==> config.mk <==
export PLATFORM = sky130hd
export DESIGN_NAME = fifo_read_serializer
export DESIGN_NICKNAME = d
export VERILOG_FILES = /design/src/rtl/fifo_read_serializer.sv
export SDC_FILE = /design/constraint.sdc
export NUM_CORES = 1
export LEC_CHECK = 0
export CORE_ASPECT_RATIO = 0.7
export CORE_MARGIN = 8
export CORE_UTILIZATION = 48
export CTS_CLUSTER_DIAMETER = 80
export DETAILED_ROUTE_END_ITERATION = 10
export GPL_ROUTABILITY_DRIVEN = 0
export GPL_TIMING_DRIVEN = 0
export PLACE_DENSITY = 0.83
export SLEW_MARGIN = 10
export SYNTH_ARGS = -nofsm -noshare
export SYNTH_HDL_FRONTEND = slang
export SYNTH_SLANG_ARGS = --single-unit
==> constraint.sdc <==
create_clock -name clk -period 2.15 [get_ports clk]
set_input_delay 0.3225 -clock clk [delete_from_list [all_inputs] [get_ports clk]]
set_output_delay 0.3225 -clock clk [all_outputs]
set_load 0.005 [all_outputs]
==> src/rtl/fifo_read_serializer.sv <==
// Pops PAR_READ-word groups from an upstream FIFO and emits them one word per
// handshake, oldest first, counting completed groups.
module fifo_read_serializer #(
  parameter int DATA_WIDTH = 8,
  parameter int PAR_READ   = 4
) (
  input  logic                           clk,
  input  logic                           rst,
  input  logic [PAR_READ*DATA_WIDTH-1:0] fifo_data,
  input  logic                           fifo_empty,
  output logic                           fifo_read_enable,
  input  logic                           flush,
  output logic [DATA_WIDTH-1:0]          out_data,
  output logic                           out_valid,
  input  logic                           out_ready,
  output logic                           busy,
  output logic [15:0]                    group_count
);

  localparam int CW = (PAR_READ > 1) ? $clog2(PAR_READ) : 1;
  localparam logic [CW-1:0] LAST = CW'(PAR_READ - 1);

  typedef enum logic {IDLE, SEND} state_t;

  state_t                         r_state;
  state_t                         w_nextState;
  logic [CW-1:0]                  r_cnt;
  logic [CW-1:0]                  w_nextCnt;
  logic [PAR_READ*DATA_WIDTH-1:0] r_hold;
  logic [15:0]                    r_groupCount;
  logic                           w_handshake;
  logic                           w_last;
  logic                           w_readEn;
  logic                           w_groupDone;
  logic [DATA_WIDTH-1:0]          w_outData;

  assign w_handshake = (r_state == SEND) && out_ready;
  assign w_last      = (r_cnt == LAST);
  // Gated by rst so no pop can leak out while the block is held in reset.
  assign w_readEn    = rst && !flush && !fifo_empty &&
                       ((r_state == IDLE) || (w_handshake && w_last));

  always_comb begin
    w_nextState = r_state;
    w_nextCnt   = r_cnt;
    w_groupDone = 1'b0;
    if (flush) begin
      w_nextState = IDLE;
      w_nextCnt   = '0;
    end else begin
      if (w_handshake) begin
        if (w_last) begin
          w_groupDone = 1'b1;
          w_nextState = IDLE;
          w_nextCnt   = '0;
        end else begin
          w_nextCnt = r_cnt + CW'(1);
        end
      end
      if (w_readEn) begin
        w_nextState = SEND;
        w_nextCnt   = '0;
      end
    end
  end

  always_comb begin
    w_outData = '0;
    if (r_state == SEND) begin
      for (int i = 0; i < PAR_READ; i++) begin
        if (r_cnt == CW'(i)) begin
          w_outData = r_hold[i*DATA_WIDTH +: DATA_WIDTH];
        end
      end
    end
  end

  always_ff @(posedge clk or negedge rst) begin
    if (!rst) begin
      r_state      <= IDLE;
      r_cnt        <= '0;
      r_hold       <= '0;
      r_groupCount <= '0;
    end else begin
      r_state <= w_nextState;
      r_cnt   <= w_nextCnt;
      if (w_readEn) begin
        r_hold <= fifo_data;
      end
      if (w_groupDone) begin
        r_groupCount <= r_groupCount + 16'd1;
      end
    end
  end

  assign fifo_read_enable = w_readEn;
  assign out_valid        = (r_state == SEND);
  assign out_data         = w_outData;
  assign busy             = (r_state == SEND);
  assign group_count      = r_groupCount;

endmodule

==> flow_summary.ini, run 1 <==
[run_status]
status = finished with violations
violations = negative setup slack

[clock_network]
cts_inserted_buffers = 5
clk-insertion-delay-late_ps = 300
cts_root_buf = clkbuf_8
clock_sinks = 51
cts.path.max_buffers = 2
clk_pin_slew_worst_paths_ps = 90
cts_tree = yes
h-tree-depth = 2

[critical_path]
slowest_delay_ps = 430
reg2reg_from = r_cnt[1]
critPathRequiredTime_ps = 1830
crit_path_cell_trace = inv_2, ha_4, nor2b_4, buf_8, buf_6, a221oi_4, a21oi_2, a22o_1, buf_2
crit_path_start_kind = flop
r2r_setup_slack_ps = 190
critPathTopFamily = compound AO/OA/AOI/OAI gates
reg2reg_to = group_count[13]
path_class = reg2out
cpMaxStageDelayCell = dfrtp_2
cp-end-kind = output pin
critPathArrivalTime_ps = 2040
rr_worst_depth = 8
crit_buf_inv = 4
worstPathMaxFanout = 5

[yosys]
avgSynthCellArea_um2 = 11.9
yosys_warnings = 0
synth_top_area_share_pct = 53.5
ys_types = 31
synth_cells = 200
syn_area_um2 = 2390
syn_nets = 242
yosys_register_bits = 51
synth_edf_count = 0
synth-main-ff-cell = dfrtp_1
synth_seq_area_share_pct = 53.5
netlist_top_cells_area = dfrtp_1, mux2_2, xnor2_1
async_flop_share_pct = 100
yosysTopAreaCell = dfrtp_1

[placed_design]
dp_slack_ps = -680
portBuffers = 63
dp_hpwl_mm = 4.35
placedInstanceArea_um2 = 3120

[routing]
drt-total-wl_mm = 7.14
drtIter0Drc = 86
ant_nets = 0
wl_per_cell_um = 19.9
dr.pass1.iters = 4
vias = 1937
drcViolationCount = 0
vias_per_cell = 5.40

[power_and_ir_drop]
ir_drop_mv = 0.351
cellPowerDensity_nw_per_um2 = 640
leakage_nw = 1.61

[sta]
setup_ws_ps = -210
slew_violations = 0
hold_violations = 0
rsz0062_at_grt = true
setup_viol = 8
period_share_pct = 110
hold_ws_ps = 32.1
fmax_mhz = 424
period_minus_slack_ps = 2360
worst_slew_pin_slew_ps = 1040
max_slew_margin_pct = 30.5
skew_ps = 8.47

[die]
die_h_um = 75.0
num_rows = 21
fp.coreArea_um2 = 4780
fp.dieArea_um2 = 7520
fp.dieW_um = 100
io_pins = 64
start_util_pct = 49.9

[min_path]
hp-class = in2async

[global_route]
track_usage_pct = 19.5
grt_first_pass_wirelength_mm = 11.2
busiest_layer = met2
grt.met2_usage_pct = 34.1
antenna_found_initial = 0
grt_pass1_vias = 2083
grt_use_met1_pct = 23.3
met3_usage_pct = 4.71
grt_remaining_overflow = 0
grt_max_degree = 28

[cells_and_area]
antenna_cells = 0
area_growth_pct = 52.6
nets = 332
layout-drive-gt1-share_pct = 33.1
final_area_um2 = 3640

[flow_run]
drv_cap = 0
metal layers:
layer	up-vias	share of wire (%)
met5	-	0
met4	0	2.5
met3	16	4.5
met2	58	49
met1	978	43
li1	885	-
power by group:
part | switching, mW | internal [mW] | leakage (nW)
clock | 0.293 | 0.341 | 0.0513
combinational | 0.197 | 0.295 | 0.919
sequential | 0.112 | 1.09 | 0.640
flip-flops by register name, summed over array words and instances (netlist names):
register and cells:
r_hold 32, group_count 16, r_cnt 2, busy 1
worst reg2reg max path, delay by kind of cell, from the launching register on:
family                   cells  cell delay, ps
AND/OR/NAND/NOR              3             810
flip-flops                   1             400
buffers and inverters        3             340
XOR/XNOR                     1             150
adder cells (fa/ha/maj)      1             140
kinds of logic after synthesis:
| kind of cell | Yosys count | share of synthesized area, % |
|---|---|---|
| buffers and inverters | 21 | 4.56 |
| xor gates and xnor gates | 15 | 5.50 |
| muxes | 26 | 12.2 |
| DFF | 51 | 53.5 |
| adders and majority gates | 5 | 2.62 |
| AOI/OAI and AO/OA | 34 | 10.2 |
| and+or+nand+nor | 48 | 11.5 |
worst max-delay path by stage:
stage                        start               end  slack [ps]  depth (start not counted)
after floorplan           r_cnt[0]        r_hold[10]         350                          5
after global placement         rst  fifo_read_enable       -2400                          5
after detailed placement       rst  fifo_read_enable        -680                          6
after CTS                 r_cnt[0]       out_data[1]        -160                          9
after global routing      r_cnt[0]       out_data[3]        -260                          9
final                     r_cnt[0]       out_data[3]        -210                          9
stage by stage:
step           TNS (ps)  utilization, %  std cells  power, mW
4_1_cts            -754            74.9        357       2.28
5_1_grt           -1550            76.2        359       2.43
3_3_place_gp    -108480            64.9        332       1.53
2_1_floorplan         0               -        200       1.36
3_5_place_dp      -8640            65.2        333       1.56
6_report          -1060            76.2        359       2.33
placed cells by master, fill, tap and decap left out, drive strengths merged, types with 7 or more instances in the layout:
cell type      count
a221oi             7
dfrtp             51
clkbuf             9
xnor2             11
mux2              25
buf               35
a21oi             10
o21ai              8
a22o               7
nand3              7
clkdlybuf4s50     53
nand2             17
inv               11
layout make-up:
class | count | area (µm²)
tap | 69 | 86.3
inverter | 11 | 41.3
sequential | 51 | 1280
clock buffer | 6 | 72.6
fill | 311 | 1140
multi-input combinational | 128 | 1200
buffer | 9 | 103
timing repair buffer | 84 | 827
clock inverter | 1 | 30.0
Yosys cell counts (2+ instances only):
cell / number
nor2b_1: 2
a221oi_1: 7
xnor2_1: 11
nor2_1: 3
and3_1: 4
nand4_1: 3
buf_6: 3
ha_1: 5
nand3_1: 7
clkbuf_1: 3
nor3_1: 5
mux2_2: 25
buf_2: 2
xor2_1: 4
inv_1: 11
dfrtp_1: 51
a22o_1: 7
nand2_1: 17
a21oi_1: 10
o21ai_0: 8
nand2b_1: 2
timing repair:
item | CTS | global route
hold buffers | 2 | 0
buffers inserted | 15 | 3
endpoints found under the hold margin | 24 | 0
endpoints found under the setup margin | 9 | 8
pin swaps | 12 | 9
gates resized for setup | 76 | 15
No activity file was read; power rests on OpenSTA's default activity.
==> inputs of run 2 (changes only) <==
--- a/config.mk
+++ b/config.mk
@@ -11,7 +11,6 @@
 export CTS_CLUSTER_DIAMETER = 80
 export DETAILED_ROUTE_END_ITERATION = 10
 export GPL_ROUTABILITY_DRIVEN = 0
-export GPL_TIMING_DRIVEN = 0
 export PLACE_DENSITY = 0.83
 export SLEW_MARGIN = 10
 export SYNTH_ARGS = -nofsm -noshare
==> run 2 against run 1 <==
Compared with the run above: the run still ends with negative setup slack left; utilization is 3.2 points lower; clock power is 14% lower; sequential cell count stayed put; setup slack better by 11 ps; fmax is 0.47% higher; critical path depth is 1 lower; largest cell class unchanged; total power is 5.0% lower.
==> flow_summary.ini, run 2 (synthesis results as in run 1) <==
[clock_network]
cts_inserted_buffers = 5
cts_tree = yes
clk_pin_slew_worst_paths_ps = 90
cts.path.max_buffers = 2
clock_sinks = 51
cts_root_buf = clkbuf_8
h-tree-depth = 2
clk-insertion-delay-late_ps = 300

[sta]
rsz0062_at_grt = true
setup_viol = 7
slew_violations = 0
hold_ws_ps = 185
worst_slew_pin_slew_ps = 625
hold_violations = 0
max_slew_margin_pct = 58.3
skew_ps = 7.91
setup_tns_ps = -667
period_share_pct = 109
period_minus_slack_ps = 2350
fmax_mhz = 426
setup_ws_ps = -200

[die]
num_rows = 21
io_pins = 64
fp.dieArea_um2 = 7520
die_h_um = 75.0
fp.dieW_um = 100
start_util_pct = 49.9
fp.coreArea_um2 = 4780

[global_route]
grt_remaining_overflow = 0
busiest_layer = met2
grt_max_degree = 52
grt_use_met1_pct = 24.2
track_usage_pct = 18.2
antenna_found_initial = 0
grt.met2_usage_pct = 28.9
met3_usage_pct = 4.89
grt_pass1_vias = 1978
grt_first_pass_wirelength_mm = 10.6

[routing]
vias = 1974
drtIter0Drc = 149
ant_nets = 0
dr.pass1.iters = 4
vias_per_cell = 5.54
wl_per_cell_um = 20.8
drcViolationCount = 0
drt-total-wl_mm = 7.40

[power_and_ir_drop]
ir_drop_mv = 0.372
cellPowerDensity_nw_per_um2 = 634
leakage_nw = 1.55
total_power_mw = 2.21

[cells_and_area]
area_growth_pct = 46.1
n_fill_cell = 322
final_cells = 356
final_common_cell = clkdlybuf4s50_1
layout.area.seq_um2 = 1280
largest_reg_flops = 32
utilization_pct = 72.9
layout-drive-gt1-share_pct = 31.7
multi_input_area_um2 = 1170
nets = 328
final_cell_mix = clkdlybuf4s50_1, dfrtp_1, mux2_2
antenna_cells = 0
top_register = r_hold

[critical_path]
critPathArrivalTime_ps = 2030
cp-end-kind = output pin
crit_path_cell_trace = buf_6, ha_4, buf_12, buf_6, a221oi_4, a21oi_2, a22o_1, buf_2
crit_path_start_kind = flop
path_class = reg2out
worstPathMaxFanout = 9
critPathRequiredTime_ps = 1830
cpMaxStageDelayCell = dfrtp_1
cp_common_cell = buf_6
slowest_delay_ps = 440

[placed_design]
dp_hpwl_mm = 4.51
portBuffers = 63
dp.cells = 335

[run_status]
violations = negative setup slack
status = finished with violations

[flow_run]
drv_cap = 0

[min_path]
hp-class = in2async
[run 2: where the power goes]
part	leakage [nW]	total [mW]	switching, mW	internal, mW
clock	0.0483	0.545	0.315	0.230
sequential	0.641	1.21	0.117	1.09
combinational	0.865	0.460	0.188	0.272
total	1.55	2.21	0.620	1.59
[run 2: worst paths after layout]
kind                                       from               to  slack [ps]  cells after the start
worst max-delay path                   r_cnt[0]      out_data[7]        -200                      8
worst min-delay path                        rst   group_count[0]         190                      2
worst max register to register         r_cnt[0]       r_hold[24]         100                      7
worst min register to register  group_count[15]  group_count[15]         490                      1
max in group asynchronous                   rst       r_hold[16]        1550                      2
min in group clk                            rst             busy         410                      3
[run 2: per-stage QoR]
step                setup slack, ps  area, µm²
floorplan                       352       2390
global placement               -104       3130
detailed placement             -206       3130
CTS                            -106       3410
global route                   -270       3490
finish                         -200       3490
[run 2: per-layer routing]
layer,wire length (µm),vias up
met2,3520,92
met5,0,-
met4,189,0
met1,3140,988
li1,-,876
met3,548,18
[run 2: critical path: cells and delay by family (launching register included)]
| kind | cells | cell delay, ps |
|---|---|---|
| compound gates | 3 | 560 |
| flops | 1 | 440 |
| buf+inv | 4 | 550 |
| fa+ha+maj | 1 | 170 |
[run 2: what timing repair did]
action,in CTS,in global routing
pin swaps,12,4
endpoints found under the setup margin,9,31
setup buffers,12,1
gates resized for setup,55,18
hold buffers,0,0
[run 2: area by class of cell]
class | count | share of cell area [%]
Tap cell | 69 | 2.47
Inverter | 11 | 1.18
Clock inverter | 3 | 0.538
Sequential cell | 51 | 36.6
Multi-Input combinational cell | 128 | 33.4
Timing Repair Buffer | 89 | 23.8
Clock buffer | 5 | 1.97
